File: src/rtl/forwarding_hazard_unit.sv
`default_nettype none
// ============================================================================
// Module      : forwarding_hazard_unit
// Description : Operand forwarding selector and load-use stall controller.
//               For every decode read port the youngest producer stage that
//               writes the same register is selected. Its data, a hit flag
//               and the stage index are registered with one cycle latency.
//               When the selected source is stage 0 and that stage holds a
//               load whose data is not yet available, the port reports no
//               hit. An IDLE/STALL machine then raises stall for LOAD_LAT
//               consecutive cycles.
// Ports       : clock       - rising-edge clock
//               reset_n     - synchronous active-low reset
//               flush       - drop pending hazard/forwarding state
//               rd_addr/en  - decode read ports (NUM_RD)
//               wr_addr/en  - producer stage destinations (NUM_ST, 0 youngest)
//               wr_data     - producer stage results
//               st_is_load  - stage result not yet available (stage 0 used)
//               fwd_data/hit/src - registered forwarding result per port
//               stall       - registered freeze request for fetch/decode
// Revision    : 1.0 - initial release
// ============================================================================
module forwarding_hazard_unit #(
    parameter int DATA_W   = 16,
    parameter int ADDR_W   = 3,
    parameter int NUM_RD   = 2,
    parameter int NUM_ST   = 3,
    parameter int LOAD_LAT = 1,
    parameter int ZERO_REG = 0,
    localparam int SRC_W   = (NUM_ST > 1) ? $clog2(NUM_ST) : 1
) (
    input  logic                       clock,
    input  logic                       reset_n,
    input  logic                       flush,
    input  logic [NUM_RD*ADDR_W-1:0]   rd_addr,
    input  logic [NUM_RD-1:0]          rd_en,
    input  logic [NUM_ST*ADDR_W-1:0]   wr_addr,
    input  logic [NUM_ST-1:0]          wr_en,
    input  logic [NUM_ST*DATA_W-1:0]   wr_data,
    input  logic [NUM_ST-1:0]          st_is_load,
    output logic [NUM_RD*DATA_W-1:0]   fwd_data,
    output logic [NUM_RD-1:0]          fwd_hit,
    output logic [NUM_RD*SRC_W-1:0]    fwd_src,
    output logic                       stall
);

    localparam logic [3:0] C_LOAD_LAT_M1 = 4'(LOAD_LAT - 1);

    typedef enum logic [0:0] {
        S_IDLE  = 1'b0,
        S_STALL = 1'b1
    } state_t;

    state_t                     state_q, state_d;
    logic [3:0]                 cnt_q, cnt_d;
    logic [NUM_RD*DATA_W-1:0]   fwd_data_q, fwd_data_d;
    logic [NUM_RD-1:0]          fwd_hit_q, fwd_hit_d;
    logic [NUM_RD*SRC_W-1:0]    fwd_src_q, fwd_src_d;
    logic [NUM_RD-1:0]          load_use_d;
    logic                       hazard_d;

    // Only the youngest stage's load flag matters; the rest are intentionally
    // left unconnected.
    logic                       unused_load_flags;
    assign unused_load_flags = ^st_is_load;

    // ------------------------------------------------------------------------
    // Per-port source selection
    // ------------------------------------------------------------------------
    for (genvar k = 0; k < NUM_RD; k++) begin : g_port
        logic [ADDR_W-1:0] addr;
        logic              zero_block;
        logic [NUM_ST-1:0] match;
        logic [SRC_W-1:0]  sel_src;
        logic [DATA_W-1:0] sel_data;
        logic              found;

        assign addr       = rd_addr[k*ADDR_W +: ADDR_W];
        assign zero_block = (ZERO_REG != 0) && (addr == '0);

        for (genvar s = 0; s < NUM_ST; s++) begin : g_stage
            assign match[s] = rd_en[k] & wr_en[s] & ~zero_block &
                              (addr == wr_addr[s*ADDR_W +: ADDR_W]);
        end

        // Scan oldest to youngest so the youngest match overwrites. Disabled
        // stages never match, so they cannot shadow an older producer.
        always_comb begin
            sel_src  = '0;
            sel_data = '0;
            for (int s = NUM_ST - 1; s >= 0; s--) begin
                if (match[s]) begin
                    sel_src  = SRC_W'(s);
                    sel_data = wr_data[s*DATA_W +: DATA_W];
                end
            end
        end

        assign found = |match;

        // Stage 0 is the youngest, so a stage-0 match is always the winner.
        assign load_use_d[k] = match[0] & st_is_load[0];

        assign fwd_hit_d[k]                    = found & ~load_use_d[k];
        assign fwd_data_d[k*DATA_W +: DATA_W]  = load_use_d[k] ? '0 : sel_data;
        assign fwd_src_d[k*SRC_W +: SRC_W]     = sel_src;
    end

    assign hazard_d = |load_use_d;

    // ------------------------------------------------------------------------
    // Stall controller
    // ------------------------------------------------------------------------
    always_comb begin
        state_d = state_q;
        cnt_d   = cnt_q;
        case (state_q)
            S_IDLE: begin
                if (hazard_d) begin
                    state_d = S_STALL;
                    cnt_d   = C_LOAD_LAT_M1;
                end
            end
            S_STALL: begin
                // Hazards are ignored here so a stall is never stretched.
                if (cnt_q == 4'd0) begin
                    state_d = S_IDLE;
                end else begin
                    cnt_d = cnt_q - 4'd1;
                end
            end
            default: begin
                state_d = S_IDLE;
                cnt_d   = 4'd0;
            end
        endcase
        if (flush) begin
            state_d = S_IDLE;
            cnt_d   = 4'd0;
        end
    end

    always_ff @(posedge clock) begin
        if (!reset_n) begin
            state_q    <= S_IDLE;
            cnt_q      <= 4'd0;
            fwd_data_q <= '0;
            fwd_hit_q  <= '0;
            fwd_src_q  <= '0;
        end else begin
            state_q <= state_d;
            cnt_q   <= cnt_d;
            if (flush) begin
                fwd_data_q <= '0;
                fwd_hit_q  <= '0;
                fwd_src_q  <= '0;
            end else begin
                fwd_data_q <= fwd_data_d;
                fwd_hit_q  <= fwd_hit_d;
                fwd_src_q  <= fwd_src_d;
            end
        end
    end

    assign fwd_data = fwd_data_q;
    assign fwd_hit  = fwd_hit_q;
    assign fwd_src  = fwd_src_q;
    assign stall    = (state_q == S_STALL);

endmodule
`default_nettype wire

File: config.mk
export PLATFORM = sky130hd
export DESIGN_NAME = forwarding_hazard_unit
export DESIGN_NICKNAME = d
export VERILOG_FILES = /design/src/rtl/forwarding_hazard_unit.sv
export SDC_FILE = /design/constraint.sdc
export NUM_CORES = 1
export LEC_CHECK = 0
export ABC_AREA = 1
export CORE_ASPECT_RATIO = 1.2
export CORE_MARGIN = 8
export CORE_UTILIZATION = 41
export DETAILED_ROUTE_END_ITERATION = 10
export PLACE_DENSITY = 0.8
export SYNTH_ARGS = -nofsm -noshare
export SYNTH_HDL_FRONTEND = slang
export SYNTH_SLANG_ARGS = --single-unit
File: constraint.sdc
create_clock -name clock -period 1.8 [get_ports clock]
set_input_delay 0.36 -clock clock [delete_from_list [all_inputs] [get_ports clock]]
set_output_delay 0.36 -clock clock [all_outputs]
set_load 0.05 [all_outputs]
==> flow_summary.yaml, run 1 <==
place:
  io_buffers: 110
  place_congestion: 0.910
  dp_hpwl_um: 6620
routing:
  via_count: 2909
  ant_nets: 0
  via_per_inst: 4.94
  wl_um: 8460
  drt_pass1_iterations: 4
  drt_iter0_drc: 143
  wl_per_cell_um: 14.4
  drc_errors: 0
synth:
  yosys-top-cells-area: "dfxtp_1 (36%), nor2_1 (11%), nand2_1 (9.3%)"
  synth_ff_type: "dfxtp_1"
  yosysTopAreaCellShare_pct: 35.6
  syn-num-nets: 443
  ys_types: 31
  yosysSeqAreaShare_pct: 35.6
  ys_warn_count: 0
  ys_top_cells_by_count: "nor2_1 (71), nand2_1 (60), dfxtp_1 (43)"
  synth_area_mm2: 0.00242
  yosys_register_bits: 43
  synth.most_common_cell: "nor2_1"
  synth_largest_area_cell: "dfxtp_1"
  synthArstFlopShare_pct: 0
  synth_cells: 368
  synth.avg_cell_area_um2: 6.57
  synth_edf_count: 0
worst_setup_path:
  reg2regPathDepth: 6
  worst-path-stages: 10
  crit_chain: "clkdlybuf4s50_1 -> nand2_1 -> inv_2 -> nand2_4 -> nor3_4 -> nand2_4 -> buf_4 -> o21ai_0 -> nor2_1 -> nor2_1"
  crit_path_end_kind: "flip-flop"
  crit_family: "simple AND/OR/NAND/NOR gates"
  cp_num_buf_inv: 3
  r2r-start: "cnt_q[0]"
  r2r_end: "cnt_q[1]"
  path_class: "in2reg"
  endpoint: "fwd_data[23]"
  r2r_slack_ps: 330
  crit_fanout: 5
  critical_path_required_ps: 2030
  crit_slowest_cell: "clkdlybuf4s50_1"
  cpPeakStageDelay_ps: 480
  critPathArrivalTime_ps: 1940
  startpoint: "wr_en[1]"
  start_kind: "input pin"
global_routing:
  track_usage_pct: 19.2
  grt_max_degree: 28
  grt_pass1_vias: 2895
  grt.overflow.total: 0
  antenna_found_initial: 0
  grt_pass1_wl_um: 13400
cells_and_area:
  area_growth_pct: 61.2
  drive_gt1_share_pct: 25.3
  fin_util_pct: 68.7
  diodes: 0
  layout.nets: 583
clocking:
  clkSlewWorstSetupHoldPaths_ps: 80
  clock-root-buffer: "clkbuf_8"
  cts_buffers: 5
  cts.sinks: 43
  clock_path_buffers: 2
  clk_latency_ps: 300
  cts_tree: "done"
  htree_levels: 2
  postCtsHoldBufs: 0
sta:
  max_clock_freq_ghz: 0.588
  hold_viol_final: 0
  drv_slew: 0
  post-route-period-util_pct: 94.5
  holdWs_ps: 505
  finalSetupViolCount: 0
  fin_crit_ps: 1700
  worst_pin_slew_ps: 301
  maxSlewHeadroom_pct: 79.9
  clock_skew_ps: 9.17
floorplanning:
  fp.dieW_um: 86.1
  rows: 30
  design.portCount: 113
  start_util_pct: 42.6
  fp.dieH_um: 100
  coreArea_mm2: 0.00567
  dieArea_mm2: 0.00862
worst_hold_path:
  hold_path_class: "reg2reg"
outcome:
  status: "finished clean"
pwr:
  power_density_mw_per_mm2: 560
  p_leak_nw: 1.83
  peakVddDrop_mv: 0.363
run:
  cap_violations: 0
## area by class of cell
| class | instances | area (µm²) |
|---|---|---|
| clock buffer | 7 | 96.3 |
| sequential | 43 | 861 |
| timing repair buffer | 146 | 1330 |
| multi-input combinational | 264 | 1310 |
| inverter | 48 | 191 |
| fill | 483 | 1770 |
| tap | 80 | 100 |
| clock inverter | 1 | 7.51 |
## worst min-delay path: stages (launching register included)
cell and delay [ps]:
dfxtp_1 330, nand3_1 80, a21oi_1 50
## worst min path at each step
stage / cells past startpoint / from / slack [ps] / to
2_1_floorplan: 2 / cnt_q[1] / 470 / cnt_q[1]
3_3_place_gp: 2 / cnt_q[3] / 490 / cnt_q[3]
3_5_place_dp: 2 / cnt_q[3] / 490 / cnt_q[3]
4_1_cts: 2 / cnt_q[3] / 500 / cnt_q[3]
5_1_grt: 2 / cnt_q[3] / 540 / cnt_q[3]
6_report: 2 / cnt_q[1] / 500 / cnt_q[1]
## routing by layer
layer  GRT usage, %  vias up  wire (µm)
li1               -     1448          -
met4           8.65        0        226
met2           34.2      132       4340
met5              0        -          0
met1           20.4     1313       3230
met3           5.31       16        660
## cells by family after synthesis
group                    share of synthesized area [%]
AO/OA/AOI/OAI                                     16.7
XOR/XNOR                                         0.725
adder cells (fa/ha/maj)                          0.518
buffers and inverters                             10.9
flip-flops                                        35.6
AND/OR/NAND/NOR                                   35.5
## timing repair
action                     in CTS  in global routing
setup endpoints to repair      18                 31
setup buffers                   3                  5
resized for setup               5                 13
pin swaps                       2                  7
## per-stage QoR
stage	power, mW	setup TNS (ps)	instance area [µm²]	setup slack (ps)	instances
global placement	1.50	-10270	3660	-350	573
CTS	2.18	0	3820	27.5	584
detailed placement	1.50	-12010	3660	-455	573
finish	2.18	0	3890	98.8	589
global route	2.26	-49.0	3890	-31.5	589
floorplan	1.22	0	2420	199	368
## registers in the layout (all words and copies together), names as in the netlist
signal and flops:
fwd_src 4, fwd_data 32, cnt_q 4, fwd_hit 2, stall 1
## cell usage in the layout, fill, tap and decap left out, drive strengths merged, types with 9 or more instances in the layout
cell	count
nor2	84
clkdlybuf4s50	61
nand3	27
inv	47
nand2	66
o21ai	47
buf	75
dfxtp	43
dlymetal6s2s	9
a21oi	21
## power breakdown
part	internal [mW]	leakage, nW	total, mW	switching [mW]
Clock	0.349	0.0505	0.683	0.334
Sequential	0.965	0.347	0.969	0.00441
Combinational	0.258	1.43	0.531	0.273
Note: power is estimated with default switching activity, not from simulation.
==> inputs of run 2 (changes only) <==
--- a/config.mk
+++ b/config.mk
@@ -5,12 +5,11 @@
 export SDC_FILE = /design/constraint.sdc
 export NUM_CORES = 1
 export LEC_CHECK = 0
-export ABC_AREA = 1
 export CORE_ASPECT_RATIO = 1.2
 export CORE_MARGIN = 8
 export CORE_UTILIZATION = 41
 export DETAILED_ROUTE_END_ITERATION = 10
-export PLACE_DENSITY = 0.8
+export PLACE_DENSITY = 0.81
 export SYNTH_ARGS = -nofsm -noshare
 export SYNTH_HDL_FRONTEND = slang
 export SYNTH_SLANG_ARGS = --single-unit
==> run 2 against run 1 <==
Compared with the run above:
- die area is 2.6% lower
- first-iteration DRC count is 110% higher
- global-route usage increased by 0.66 points
- worst hold slack worse by 20 ps
- critical path type unchanged
- maximum frequency down 1.1%
- via count is 2.9% lower
==> flow_summary.yaml, run 2 <==
outcome:
  status: "finished clean"
clocking:
  htree_levels: 2
  clock-root-buffer: "clkbuf_8"
  clkSlewWorstSetupHoldPaths_ps: 90
  clk_latency_ps: 300
  cts.sinks: 43
  cts_tree: "done"
  clock_path_buffers: 2
  cts_buffers: 5
worst_setup_path:
  cpPeakStageDelay_ps: 480
  r2r-start: "cnt_q[0]"
  crit_chain: "clkdlybuf4s50_1 -> nand2_1 -> nor4_4 -> buf_4 -> a21oi_1 -> a221oi_2"
  start_kind: "input pin"
  crit_path_end_kind: "flip-flop"
  path_class: "in2reg"
  crit_slowest_cell: "clkdlybuf4s50_1"
  critical_path_required_ps: 1990
  reg2regPathDepth: 7
  critPathArrivalTime_ps: 1910
  r2r_end: "cnt_q[1]"
  crit_fanout: 6
  r2r_slack_ps: 350
sta:
  max_clock_freq_ghz: 0.581
  clock_skew_ps: 0.881
  worst_pin_slew_ps: 385
  drv_slew: 0
  fin_crit_ps: 1720
  rsz0062_at_grt: "true"
  finalSetupViolCount: 0
  worst_slack_ps: 80.1
  holdWs_ps: 485
  hold_viol_final: 0
  post-route-period-util_pct: 95.5
  maxSlewHeadroom_pct: 74.3
floorplanning:
  design.portCount: 113
  coreArea_mm2: 0.00559
  start_util_pct: 41.8
  rows: 30
  fp.dieW_um: 85.0
  fp.dieH_um: 98.8
  dieArea_mm2: 0.00839
global_routing:
  grt_pass1_wl_um: 13700
  grt_pass1_vias: 2832
  grt_max_degree: 32
  antenna_found_initial: 0
  grt.overflow.total: 0
  track_usage_pct: 19.9
synth:
  syn-num-nets: 338
  synth_compound_area_share_pct: 20.1
  ys_types: 32
  synth_cells: 263
  yosys-top-cells-area: "dfxtp_1 (37%), nand3_1 (7.9%), xor2_1 (6.7%)"
  synthMuxAreaShare_pct: 0
  synth_xor_area_share_pct: 6.74
  yosys_register_bits: 43
  yosysSeqAreaShare_pct: 36.8
  yosysTopAreaCellShare_pct: 36.8
  ys_warn_count: 0
  synth_top_family_by_area: "simple AND/OR/NAND/NOR gates"
  synthArstFlopShare_pct: 0
  yosys.area_share.adder_pct: 0.535
  synth_ff_type: "dfxtp_1"
  ys_top_cells_by_count: "dfxtp_1 (43), nand3_1 (37), nand2_1 (22)"
  synth_largest_area_cell: "dfxtp_1"
  synth.avg_cell_area_um2: 8.90
  synth.most_common_cell: "dfxtp_1"
  synth_area_mm2: 0.00234
  yosys.area_share.simple_pct: 28.8
  synth_edf_count: 0
cells_and_area:
  layout_commonest_cell: "buf_4"
  diodes: 0
  largest_reg_flops: 32
  area_growth_pct: 67.7
  drive_gt1_share_pct: 30.4
  final_cell_mix: "buf_4 (81), clkdlybuf4s50_1 (54), dfxtp_1 (43), nand3_1 (37), nand2_1 (22)"
  final_area_mm2: 0.00392
  layout.nets: 482
place:
  placed_area_mm2: 0.00361
  place_congestion: 0.826
  io_buffers: 110
  dp_hpwl_um: 6350
  preCtsSetupSlack_ps: -415
pwr:
  p_leak_nw: 1.55
  power_density_mw_per_mm2: 538
  peakVddDrop_mv: 0.350
  p_total_mw: 2.11
worst_hold_path:
  hold-path-cell-count: 1
  hold_path_class: "reg2reg"
  hold_end: "cnt_q[0]"
  worstHoldStart: "cnt_q[0]"
routing:
  wl_um: 8740
  drc_errors: 0
  via_per_inst: 5.98
  via_count: 2824
  drt_pass1_iterations: 8
  drt_iter0_drc: 306
  ant_nets: 0
  wl_per_cell_um: 18.5
run:
  cap_violations: 0
## run 2: stage by stage
step                      TNS (ps)  util, %  cells
after floorplan                  0        -    263
after global placement      -13570     64.6    450
after detailed placement    -14400     64.6    450
after CTS                    -11.8     67.4    463
after global routing         -3.61     70.2    472
final                            0     70.2    472
## run 2: how the worst max path moves through the flow
| stage | slack, ps | cells after the start | start | to |
|---|---|---|---|---|
| finish | 80 | 6 | wr_en[1] | fwd_data[4] |
| floorplan | 170 | 6 | wr_addr[5] | fwd_data[10] |
| detailed placement | -420 | 7 | rd_addr[0] | fwd_data[1] |
| global placement | -370 | 7 | rd_addr[5] | cnt_q[0] |
| CTS | -10 | 6 | wr_addr[5] | fwd_data[14] |
| global route | -4 | 6 | wr_en[1] | fwd_data[4] |
## run 2: area by class of cell
| class | instances | area, µm² |
|---|---|---|
| clock inverters | 2 | 12.5 |
| multi-input cells | 193 | 1390 |
| repair buffers | 161 | 1500 |
| inverters | 3 | 11.3 |
| well taps | 64 | 80.1 |
| clock buffers | 6 | 72.6 |
| flip-flops and latches | 43 | 861 |
| fillers | 428 | 1670 |
## run 2: cells by family after synthesis
logic type               Yosys count
flip-flops                        43
AO/OA/AOI/OAI                     61
AND/OR/NAND/NOR                  113
adder cells (fa/ha/maj)            1
XOR/XNOR                          18
buffers and inverters             27
## run 2: worst max-delay path, delay by kind of cell
family | cells | cell delay (ps)
simple gates | 2 | 440
compound gates | 2 | 410
buf+inv | 2 | 690
## run 2: timing repair
item,4_1_cts,5_1_grt
hold buffers,0,0
setup buffers,5,8
endpoints found under the setup margin,36,39
gates resized for setup,13,18
gates cloned,0,1
pin swaps,2,6
## run 2: routing by layer
| metal | global-route usage (%) | vias up | share of wire [%] |
|---|---|---|---|
| li1 | - | 1267 | - |
| met5 | 0 | - | 0 |
| met4 | 7.14 | 0 | 2.5 |
| met2 | 34.3 | 211 | 50 |
| met1 | 22.1 | 1317 | 37 |
| met3 | 6.24 | 29 | 11 |
## run 2: where the power goes
part | total (mW) | switching (mW) | leakage (nW) | internal, mW
logic | 0.541 | 0.267 | 1.17 | 0.273
clock network | 0.605 | 0.333 | 0.0412 | 0.272
registers | 0.967 | 0.00388 | 0.347 | 0.963
total | 2.11 | 0.605 | 1.55 | 1.51
==> inputs of run 3 (changes only) <==
--- a/config.mk
+++ b/config.mk
@@ -5,11 +5,13 @@
 export SDC_FILE = /design/constraint.sdc
 export NUM_CORES = 1
 export LEC_CHECK = 0
+export ABC_AREA = 0
 export CORE_ASPECT_RATIO = 1.2
 export CORE_MARGIN = 8
-export CORE_UTILIZATION = 41
+export CORE_UTILIZATION = 44
 export DETAILED_ROUTE_END_ITERATION = 10
-export PLACE_DENSITY = 0.81
+export PLACE_DENSITY = 0.86
+export SKIP_LAST_GASP = 1
 export SYNTH_ARGS = -nofsm -noshare
 export SYNTH_HDL_FRONTEND = slang
 export SYNTH_SLANG_ARGS = --single-unit
==> constraint.sdc (replaced) <==
create_clock -name clock -period 2 [get_ports clock]
set_input_delay 0.4 -clock clock [delete_from_list [all_inputs] [get_ports clock]]
set_output_delay 0.4 -clock clock [all_outputs]
set_load 0.05 [all_outputs]
==> run 3 against run 2 <==
Compared with the run above:
- register-to-register slack improved by 180 ps
- sequential cell count did not move
- design area decreased by 0.48%
- combinational power shrank 11%
- worst setup slack got worse by 22 ps
- global-route usage up 2.0 points
- via count decreased by 1.6%
- power increased by 2.3%
- highest routed layer unchanged
- critical path type is now reg2out
- clock skew about the same
- first-iteration DRC count up 14%
==> flow_summary.yaml, run 3 (synthesis results as in run 2) <==
routing:
  drc_errors: 0
  via_per_inst: 6.07
  drt_pass1_iterations: 5
  drt_iter0_drc: 348
  via_count: 2778
  wl_um: 8980
  wl_per_cell_um: 19.6
  ant_nets: 0
worst_setup_path:
  r2r-start: "cnt_q[0]"
  crit_slowest_cell: "clkdlybuf4s50_1"
  r2r_end: "cnt_q[1]"
  startpoint: "stall"
  cp_num_buf_inv: 1
  worst-path-stages: 1
  crit_family: "buffers and inverters"
  path_class: "reg2out"
  cpPeakStageDelay_ps: 830
  critPathArrivalTime_ps: 1540
  critical_path_required_ps: 1600
  reg2regPathDepth: 7
  start_kind: "flip-flop"
  crit_path_end_kind: "output port"
  r2r_slack_ps: 530
  crit_fanout: 5
  crit_chain: "clkdlybuf4s50_1"
  endpoint: "stall"
sta:
  tns_ps: 0
  fin_crit_ps: 1940
  drv_slew: 0
  finalSetupViolCount: 0
  clock_skew_ps: 0.452
  post-route-period-util_pct: 97.1
  worst_pin_slew_ps: 549
  holdWs_ps: 474
  max_clock_freq_ghz: 0.515
  hold_viol_final: 0
  maxSlewHeadroom_pct: 63.3
clocking:
  clk_latency_ps: 300
  clkSlewWorstSetupHoldPaths_ps: 80
  cts_buffers: 5
  clock-root-buffer: "clkbuf_8"
  postCtsHoldBufs: 0
  cts_tree: "done"
  cts.sinks: 43
  htree_levels: 2
  clock_path_buffers: 2
global_routing:
  grt.overflow.total: 0
  grt_pass1_vias: 2737
  grt_max_degree: 37
  antenna_found_initial: 0
  track_usage_pct: 21.9
  grt_pass1_wl_um: 13300
outcome:
  status: "finished clean"
floorplanning:
  fp.dieH_um: 95.9
  start_util_pct: 44.8
  dieArea_mm2: 0.00792
  rows: 29
  design.portCount: 113
  coreArea_mm2: 0.00523
  fp.dieW_um: 82.6
place:
  placed_area_mm2: 0.00371
  io_buffers: 110
  place_congestion: 0.844
  dp_hpwl_um: 6570
cells_and_area:
  layout.nets: 470
  fillCellCount: 391
  area_growth_pct: 66.9
  seqCellArea_um2: 861
  drive_gt1_share_pct: 16.4
  diodes: 0
  final_cell_mix: "clkdlybuf4s50_1 (109), dfxtp_1 (43), nand3_1 (37), buf_4 (33), nand2_1 (22)"
  final_area_mm2: 0.00391
  largest_reg_flops: 32
  layout_commonest_cell: "clkdlybuf4s50_1"
  multi_input_area_mm2: 0.00135
worst_hold_path:
  hold_path_class: "reg2reg"
pwr:
  p_leak_nw: 1.32
  peakVddDrop_mv: 0.353
  power_density_mw_per_mm2: 554
run:
  cap_violations: 0
run 3: changes by cell type in the layout (fill, tap and decap cells not counted), moves of 6 or more:
cell,previous run,this run
buf_4,81,33
clkdlybuf4s50_1,54,109
dlygate4sd2_1,6,0
dlymetal6s2s_1,11,1
run 3: worst min path at each step:
stage,start,end,slack (ps),depth (start not counted)
detailed placement,cnt_q[0],cnt_q[0],450,1
global placement,cnt_q[0],cnt_q[0],450,1
finish,cnt_q[0],cnt_q[0],470,1
global route,cnt_q[0],cnt_q[0],510,1
floorplan,cnt_q[0],cnt_q[0],430,1
CTS,cnt_q[0],cnt_q[0],470,1
run 3: metrics by stage:
step	total power, mW	util, %	cells	setup slack, ps
floorplan	1.08	-	263	332
global route	2.22	74.7	458	-31.6
CTS	2.14	73.5	456	12.0
finish	2.16	74.7	458	58.1
detailed placement	1.35	71.0	448	-287
global placement	1.34	71.0	448	-229
run 3: power breakdown:
part	leakage (nW)	switching (mW)	internal (mW)
clock network	0.0654	0.311	0.499
registers	0.347	0.00377	0.867
logic	0.912	0.234	0.247
total	1.32	0.549	1.61
run 3: final cells by class:
| type | instances | area share [%] |
|---|---|---|
| clock buffers | 6 | 1.86 |
| clock inverters | 2 | 1.54 |
| inverters | 3 | 0.288 |
| multi-input cells | 193 | 34.5 |
| flip-flops and latches | 43 | 22.0 |
| well taps | 62 | 1.99 |
| repair buffers | 149 | 37.8 |
run 3: what timing repair did:
action	4_1_cts	5_1_grt
setup endpoints to repair	0	10
buffers inserted	0	1
gates resized for setup	0	6
run 3: layer usage:
| metal | part of all wire, % | vias to the layer above | global-route usage, % |
|---|---|---|---|
| li1 | - | 1245 | - |
| met1 | 33 | 1293 | 21.7 |
| met2 | 51 | 212 | 39.7 |
| met3 | 12 | 28 | 6.36 |
| met4 | 3.8 | 0 | 11.8 |
| met5 | 0 | - | 0 |
